**src/rtl/fft_sdf_stage.sv**
```systemverilog
// rtl/fft_sdf_stage.sv - single-delay-feedback radix-2 FFT butterfly stage over LANES parallel samples
//
// Optional feature macro: FFT_SDF_STAGE_SAT_EN
//   defined   : sums/differences clamp to the IN_W range, clamps set sticky ovf_flag
//   undefined : full-precision OUT_W results, ovf_flag stays 0
//
// Ports:
//   clk         rising-edge clock
//   rstn        asynchronous active-low reset
//   din_valid   input beat qualifier
//   din_ready   stage accepts a beat this cycle (low only while draining)
//   din_r/din_i LANES x IN_W signed input real/imag, lane l at [l*IN_W +: IN_W]
//   dout_valid  output beat qualifier
//   dout_r/i    LANES x OUT_W signed output real/imag, lane l at [l*OUT_W +: OUT_W]
//   ovf_flag    sticky saturation indicator
module fft_sdf_stage #(
    parameter int IN_W  = 12,
    parameter int LANES = 16,
    parameter int DEPTH = 2,
    parameter int OUT_W = IN_W + 1
) (
    input  logic                     clk,
    input  logic                     rstn,
    input  logic                     din_valid,
    output logic                     din_ready,
    input  logic [LANES*IN_W-1:0]    din_r,
    input  logic [LANES*IN_W-1:0]    din_i,
    output logic                     dout_valid,
    output logic [LANES*OUT_W-1:0]   dout_r,
    output logic [LANES*OUT_W-1:0]   dout_i,
    output logic                     ovf_flag
);

    localparam int CW = (DEPTH > 1) ? $clog2(DEPTH) : 1;

    // S_ANEXT is the cycle right after the last b-beat: a valid beat there
    // starts the next a-half without a bubble, otherwise it is the first
    // drain emission.
    typedef enum logic [2:0] {
        S_IDLE  = 3'd0,
        S_FILL  = 3'd1,
        S_BFLY  = 3'd2,
        S_ANEXT = 3'd3,
        S_DRAIN = 3'd4
    } state_t;

    state_t          state, state_nxt;
    logic [CW-1:0]   cnt, cnt_nxt;
    logic            pend, pend_nxt;

    logic            accept;
    logic            cnt_last;
    logic [CW-1:0]   cnt_inc;

    logic [LANES*OUT_W-1:0] mem_r [DEPTH];
    logic [LANES*OUT_W-1:0] mem_i [DEPTH];
    logic [LANES*OUT_W-1:0] rd_r, rd_i;
    logic [LANES*OUT_W-1:0] ext_r, ext_i;
    logic [LANES*OUT_W-1:0] sum_r, sum_i, dif_r, dif_i;
    logic [LANES-1:0]       lane_clip;

    logic                   we;
    logic [LANES*OUT_W-1:0] wr_r, wr_i;
    logic                   ready_nxt, valid_nxt, ovf_nxt;
    logic [LANES*OUT_W-1:0] out_r_nxt, out_i_nxt;

    assign accept   = din_valid & din_ready;
    assign cnt_last = (cnt == CW'(DEPTH - 1));
    assign cnt_inc  = cnt_last ? '0 : cnt + CW'(1);
    assign rd_r     = mem_r[cnt];
    assign rd_i     = mem_i[cnt];

`ifdef FFT_SDF_STAGE_SAT_EN
    localparam logic signed [OUT_W-1:0] SMAX = OUT_W'((1 << (IN_W - 1)) - 1);
    localparam logic signed [OUT_W-1:0] SMIN = ~SMAX;

    function automatic logic is_clip(input logic signed [OUT_W-1:0] v);
        return (v > SMAX) || (v < SMIN);
    endfunction

    function automatic logic [OUT_W-1:0] clampv(input logic signed [OUT_W-1:0] v);
        if (v > SMAX)
            return SMAX;
        else if (v < SMIN)
            return SMIN;
        else
            return v;
    endfunction
`endif

    // Per-lane butterfly. a is always an IN_W value sign-extended into
    // OUT_W, so a+b and a-b are exact at OUT_W and the clamp test is exact.
    for (genvar l = 0; l < LANES; l++) begin : g_lane
        logic signed [OUT_W-1:0] a_r, a_i, b_r, b_i, s_r, s_i, d_r, d_i;

        assign a_r = rd_r[l*OUT_W +: OUT_W];
        assign a_i = rd_i[l*OUT_W +: OUT_W];
        assign b_r = {{(OUT_W-IN_W){din_r[l*IN_W+IN_W-1]}}, din_r[l*IN_W +: IN_W]};
        assign b_i = {{(OUT_W-IN_W){din_i[l*IN_W+IN_W-1]}}, din_i[l*IN_W +: IN_W]};
        assign s_r = a_r + b_r;
        assign s_i = a_i + b_i;
        assign d_r = a_r - b_r;
        assign d_i = a_i - b_i;

        assign ext_r[l*OUT_W +: OUT_W] = b_r;
        assign ext_i[l*OUT_W +: OUT_W] = b_i;

`ifdef FFT_SDF_STAGE_SAT_EN
        assign sum_r[l*OUT_W +: OUT_W] = clampv(s_r);
        assign sum_i[l*OUT_W +: OUT_W] = clampv(s_i);
        assign dif_r[l*OUT_W +: OUT_W] = clampv(d_r);
        assign dif_i[l*OUT_W +: OUT_W] = clampv(d_i);
        assign lane_clip[l] = is_clip(s_r) | is_clip(s_i) | is_clip(d_r) | is_clip(d_i);
`else
        assign sum_r[l*OUT_W +: OUT_W] = s_r;
        assign sum_i[l*OUT_W +: OUT_W] = s_i;
        assign dif_r[l*OUT_W +: OUT_W] = d_r;
        assign dif_i[l*OUT_W +: OUT_W] = d_i;
        assign lane_clip[l] = 1'b0;
`endif
    end

    // State register
    always_ff @(posedge clk or negedge rstn) begin
        if (!rstn) begin
            state <= S_IDLE;
            cnt   <= '0;
            pend  <= 1'b0;
        end else begin
            state <= state_nxt;
            cnt   <= cnt_nxt;
            pend  <= pend_nxt;
        end
    end

    // Next-state logic
    always_comb begin
        state_nxt = state;
        cnt_nxt   = cnt;
        pend_nxt  = pend;
        case (state)
            S_IDLE: begin
                if (accept) begin
                    cnt_nxt   = cnt_inc;
                    state_nxt = (DEPTH == 1) ? S_BFLY : S_FILL;
                end
            end
            S_FILL, S_ANEXT: begin
                if (accept) begin
                    cnt_nxt = cnt_inc;
                    if (cnt_last) begin
                        state_nxt = S_BFLY;
                        pend_nxt  = 1'b0;
                    end else begin
                        state_nxt = S_FILL;
                    end
                end else if (state == S_ANEXT) begin
                    cnt_nxt   = cnt_inc;
                    state_nxt = S_DRAIN;
                end
            end
            S_BFLY: begin
                if (accept) begin
                    cnt_nxt = cnt_inc;
                    if (cnt_last) begin
                        state_nxt = S_ANEXT;
                        pend_nxt  = 1'b1;
                    end
                end
            end
            S_DRAIN: begin
                // Entered with cnt=1 (mod DEPTH); wrapping back to 0 means
                // every difference has been emitted.
                if (cnt == '0) begin
                    state_nxt = S_IDLE;
                    pend_nxt  = 1'b0;
                end else begin
                    cnt_nxt = cnt_inc;
                end
            end
            default: begin
                state_nxt = S_IDLE;
                cnt_nxt   = '0;
                pend_nxt  = 1'b0;
            end
        endcase
    end

    // Output / datapath decode
    always_comb begin
        we        = 1'b0;
        wr_r      = ext_r;
        wr_i      = ext_i;
        valid_nxt = 1'b0;
        out_r_nxt = dout_r;
        out_i_nxt = dout_i;
        ovf_nxt   = ovf_flag;
        case (state)
            S_IDLE: begin
                we = accept;
            end
            S_FILL, S_ANEXT: begin
                if (accept) begin
                    we        = 1'b1;
                    valid_nxt = pend;
                    out_r_nxt = rd_r;
                    out_i_nxt = rd_i;
                end else if (state == S_ANEXT) begin
                    valid_nxt = 1'b1;
                    out_r_nxt = rd_r;
                    out_i_nxt = rd_i;
                end
            end
            S_BFLY: begin
                if (accept) begin
                    we        = 1'b1;
                    wr_r      = dif_r;
                    wr_i      = dif_i;
                    valid_nxt = 1'b1;
                    out_r_nxt = sum_r;
                    out_i_nxt = sum_i;
                    ovf_nxt   = ovf_flag | (|lane_clip);
                end
            end
            S_DRAIN: begin
                if (cnt != '0) begin
                    valid_nxt = 1'b1;
                    out_r_nxt = rd_r;
                    out_i_nxt = rd_i;
                end
            end
            default: begin
                valid_nxt = 1'b0;
            end
        endcase
        ready_nxt = (state_nxt != S_DRAIN);
    end

    // Registered outputs
    always_ff @(posedge clk or negedge rstn) begin
        if (!rstn) begin
            din_ready  <= 1'b1;
            dout_valid <= 1'b0;
            dout_r     <= '0;
            dout_i     <= '0;
            ovf_flag   <= 1'b0;
        end else begin
            din_ready  <= ready_nxt;
            dout_valid <= valid_nxt;
            dout_r     <= out_r_nxt;
            dout_i     <= out_i_nxt;
            ovf_flag   <= ovf_nxt;
        end
    end

    // Delay storage; never read before written, so no reset needed.
    always_ff @(posedge clk) begin
        if (we) begin
            mem_r[cnt] <= wr_r;
            mem_i[cnt] <= wr_i;
        end
    end

endmodule

```
**config.mk**
```make
export PLATFORM = sky130hd
export DESIGN_NAME = fft_sdf_stage
export DESIGN_NICKNAME = d
export VERILOG_FILES = /design/src/rtl/fft_sdf_stage.sv
export SDC_FILE = /design/constraint.sdc
export NUM_CORES = 2
export LEC_CHECK = 0
export CAP_MARGIN = 10
export CORE_MARGIN = 10
export CORE_UTILIZATION = 45
export CTS_BUF_LIST = sky130_fd_sc_hd__clkbuf_4 sky130_fd_sc_hd__clkbuf_8
export CTS_CLUSTER_DIAMETER = 80
export DETAILED_ROUTE_END_ITERATION = 16
export HOLD_SLACK_MARGIN = 0.1
export PLACE_DENSITY = 0.67
export RECOVER_POWER = 50
export SYNTH_ARGS = -nofsm -noshare
export SYNTH_HDL_FRONTEND = slang
export SYNTH_SLANG_ARGS = --single-unit
```
**constraint.sdc**
```tcl
create_clock -name clk -period 31.7 [get_ports clk]
set_clock_uncertainty 0.1 [all_clocks]
set_input_delay 3.17 -clock clk [delete_from_list [all_inputs] [get_ports clk]]
set_output_delay 3.17 -clock clk [all_outputs]
set_load 0.03 [all_outputs]
```
-- After elaboration in Yosys (flattened, before gate mapping)
Memory sizes are Yosys's and may differ from the RTL's.
Cells that the tools add are included.
- reductions and logical operators: 8
- $add $sub $neg: 65
- equality and inequality tests: 13
- bitwise logic cells: 2
- muxes and demuxes: 42
- operators by type and width (operator ; number):
    $mux W208 ; 12
    $pmux W208 S3 ; 2
    $add A13 B12 Y13 ; 32
    $sub A13 B12 Y13 ; 32
    $mux W3 ; 6
    $mux W1 ; 16
    $ne A2 B2 Y1 const B ; 6
    $pmux W3 S4 ; 1
    $eq A3 B2 Y1 const B ; 2
    $ne A3 B3 Y1 const B ; 2
    $pmux W1 S3 ; 2
    $reduce_and A6 Y1 ; 1
    $pmux W1 S4 ; 1
    $reduce_and A4 Y1 ; 1
    $reduce_or A2 Y1 ; 2
    $eq A3 B1 Y1 const B ; 1
    $eq A3 B3 Y1 const B ; 1
    $logic_not A3 Y1 ; 1
    $reduce_bool A3 Y1 ; 1
    $reduce_or A3 Y1 ; 1
    $mux W2 ; 1
    $ne A2 B1 Y1 const B ; 1
    $pmux W1 S2 ; 1
    $reduce_and A2 Y1 ; 1
    3 further kinds ; 3
- output and inout bits: 419
- logic and storage cells: 139
- memory bits (writable): 832
- register bits: 423
- memories: 2
- memory list (memory ; words ; bits a word ; read ports ; clocked after Yosys merged registers in ; wr ports ; line ; text):
    mem_i ; 2 ; 208 ; 1 ; 0 ; 1 ; 56 ; logic [LANES*OUT_W-1:0] mem_i [DEPTH];
    mem_r ; 2 ; 208 ; 1 ; 0 ; 1 ; 55 ; logic [LANES*OUT_W-1:0] mem_r [DEPTH];

-- Longest topological paths before layout
- depth in word-level cells: 5
- depth in mapped cells: 15

-- Least setup slack after synthesis
No wires, ideal clock.
- path type: input to register
- start point: input din_valid
- end point: memory mem_i[0][0] (netlist name) (enable)
- setup time: 1.704 ns
- required time: 29.896 ns
- arrival: 31.207 ns
- setup slack: -1.311 ns
- cell stages on the path: 2
- cell sequence: nand2_1 > nor3_1
- word-level cells in the longest chain between the ends: 5
- RTL lines (item ; line ; text):
    from (decl) ; 24 ; input logic din_valid,
    $and A1 B1 Y1 * ; 67 ; assign accept = din_valid & din_ready;
    $mux W1 ; 203, 215 ;
    $pmux W1 S2 * ; 198 ; case (state)
    $mux W1 * ; 258 ; if (we) begin
    $mux W1 (implied by the code) * ; 260 ; mem_i[cnt] <= wr_i;
    to (decl) ; 56 ;
Every way passes the cells marked *; elsewhere a longest branch is shown, timed or not.

-- Final worst setup path
- start point: input din_valid
- end point: memory mem_i[1][30] (netlist name), data pin
- word-level cells in the longest chain between the ends: 3
- RTL lines (item ; line ; text):
    $and A1 B1 Y1 ; 67 ;
    $mux W208 ; 215 ; if (accept) begin
    $mux W208 ; 198 ;
    net wr_i[30] ; 63 ; logic [LANES*OUT_W-1:0] wr_r, wr_i;
The timed path passes the listed nets, and every way through them passes these cells.

==> results.toml <==
[detailed_routing]
vias = 69626
first_pass_iters = 6
drc_errors = 0
drt-wirelength-per-cell_um = 21.0
viasPerCell = 5.53
wl_mm = 264
route.antenna.remaining_nets = 0
dr.first_iter.drc_count = 5010

[die]
core_area_um2 = 193000
ioPinCount = 806
die-area_um2 = 212000
die_h_um = 460
fp.dieW_um = 460
start_util_pct = 45.3
fp-row-count = 161

[run_status]
violations = "capacitance limit, slew limit"
status = "finished with violations"

[synth]
synthArstFlopShare_pct = 33.7
synth_fp_nets = 10451
syn_area_um2 = 87300
synth_seq_cells = 1255
yosysTopAreaCell = "edfxtp_1"
synth-seq-area-share_pct = 40.8
synth_edf_count = 832
synth_top_flop_cell = "edfxtp_1"
yosysTopAreaCellShare_pct = 28.6
syn_inst = 9195
synth.distinct_cells = 76
yosys-top-cells-area = "edfxtp_1 (29%), dfrtp_1 (12%), ha_1 (12%), o21ai_0 (5.3%), mux2_2 (4.6%)"
postSynthAreaPerCell_um2 = 9.49
yosysWarnings = 0

[global_route]
grt_pass1_vias = 69545
grt_start_max_net_pins = 195
groute.layer.met1.usage_pct = 29.9
grt_pass1_wl_mm = 403
grt-ovfl-total = 0
antenna_found_initial = 71
busiest_layer = "met2"
grtUsageMet3_pct = 5.31
grt_usage_pct = 24.0
grt_util_met2_pct = 40.0

[layout]
multi_input_area_um2 = 47200
area_growth_pct = 17.0
final_common_cell = "o21ai_0"
drive_above_1_share_pct = 8.83
final_cell_area_um2 = 102000
final_cell_mix = "o21ai_0 (916), edfxtp_1 (832), ha_1 (805)"
regArea_um2 = 35600
final_nets = 11078
layoutNonFillerInstCount = 12590
fillCellCount = 17446

[critical_path]
timing.rr.end = "mem_r[0][129]"
r2r_slack_ns = 19.72
rr_worst_depth = 6
crit_start = "din_valid"
cp.arrival_ns = 14.17
worst-path-max-fanout = 194
critPathRequiredTime_ns = 31.95
r2r-start = "state[2]"
crit_path_end = "mem_i[1][30]"
endpoint_kind = "flip-flop"
start_kind = "primary input"
critical_path_class = "in2reg"

[placed_design]
dpl.cell_count = 12121
gp_congestion = 0.916
io_buffers = 804
hpwlAfterDp_mm = 189
placed_area_um2 = 97300

[pwr]
comb_power_share_pct = 59.6
p_int_mw = 5.84
clock_power_share_pct = 15.2
cellPowerDensity_nw_per_um2 = 106
p_seq_share_pct = 25.2
switching_power_mw = 4.97
swShare_pct = 46.0
power_mw = 10.8
p_leak_nw = 41.9
vdd_ir_drop_max_mv = 0.0804

[clock_network]
ctsResizeCount = 0
numClockSinks = 1255
clock_latency_ns = 0.99
clk_pin_slew_worst_paths_ns = 0.06
numCtsBuffers = 225
postCtsSetupRepairBufs = 0
cts_tree = "built"
cts_buffer_depth = 3
cts-root-buf = "clkbuf_8"
h-tree-depth = 4
postCtsHoldBufs = 0

[min_path]
min_from = "dout_r[138]"
hp-class = "reg2reg"

[run]
drv_cap = 27

[timing]
finalSetupTns_ns = 0
hold_viol = 0
period_needed_ns = 13.92
rsz0062_at_grt = "no"
fin_crit_sh_pct = 43.9
worstMarginPinSlew_ns = 8.25
drv_slew = 1729
timing.fmax_mhz = 71.8
slew_headroom_pct = -450
finalSetupViolations = 0
how the worst min path moves through the flow:
stage                   to  slack (ns)  cells past startpoint
3_5_place_dp   dout_r[138]        0.37                      2
3_3_place_gp    dout_r[61]        0.37                      2
5_1_grt        dout_r[138]        0.41                      2
2_1_floorplan         pend        0.42                      1
6_report       dout_r[138]        0.38                      2
4_1_cts        dout_r[138]        0.38                      2
routing by layer:
metal  vias to the layer above  wire [µm]
met1                     33519     111000
met2                      1974     123000
met5                         -        314
met4                        48      10900
met3                       475      18200
li1                      33610          -
power groups by stage:
stage | Combinational [mW] | Clock, mW | Sequential (mW)
2_1_floorplan | 4.08 | 0 | 3.29
3_3_place_gp | 6.35 | 0 | 2.73
3_5_place_dp | 6.46 | 0 | 2.74
4_1_cts | 6.50 | 1.69 | 2.72
5_1_grt | 7.08 | 1.76 | 2.78
6_report | 6.44 | 1.65 | 2.73
registers in the layout, indices dropped and copies added, names as in the netlist:
signal      cells
pend            1
din_ready       1
mem_i         416
dout_valid      1
cnt             1
mem_r         416
dout_r        208
dout_i        208
state           3
critical path, cell delays in order:
cell	delay, ns
dlygate4sd3_1	0.55
and2_0	0.30
nand2_1	1.21
clkbuf_1	1.76
clkbuf_1	5.70
o21ai_0	1.15
through the flow:
step	setup WS (ns)	hold WS, ns	util, %
after floorplan	11.46	0.416	-
after detailed placement	23.18	0.370	50.5
final	17.78	0.376	53.0
after CTS	24.26	0.382	53.0
after global routing	16.63	0.407	53.0
after global placement	23.20	0.367	50.5
logic make-up after synthesis:
family                     count (synthesis)  share of synthesized area [%]
buffers and inverters                   1182                           5.19
xor gates and xnor gates                 555                           5.57
and+or+nand+nor                         2466                           12.9
AOI/OAI and AO/OA                       2384                           16.6
other                                      1                        0.00430
DFF                                     1255                           40.8
muxes                                    483                           6.05
adders and majority gates                869                           13.0
synth_stat cells (92+ instances only):
| cell | instances |
|---|---|
| o21ai_0 | 916 |
| a21oi_1 | 637 |
| nor3_1 | 171 |
| or3_1 | 92 |
| nand3_1 | 105 |
| ha_1 | 805 |
| xor2_1 | 113 |
| nor2_1 | 800 |
| nand2_1 | 799 |
| edfxtp_1 | 832 |
| o31ai_1 | 144 |
| mux2i_1 | 124 |
| nand2b_1 | 157 |
| mux2_2 | 359 |
| dfrtp_1 | 422 |
| clkbuf_1 | 377 |
| inv_1 | 720 |
| xnor2_1 | 442 |
| nor2b_1 | 122 |
final cells by class:
class                      count  share of cell area (%)
clock buffer                 328                    4.02
sequential                  1255                    34.8
multi-input combinational   6758                    46.2
tap                         2526                    3.09
timing repair buffer         861                    8.30
inverter                     721                    2.65
antenna                       41                   0.100
clock inverter               100                   0.780
No activity file was read; power rests on OpenSTA's default activity.
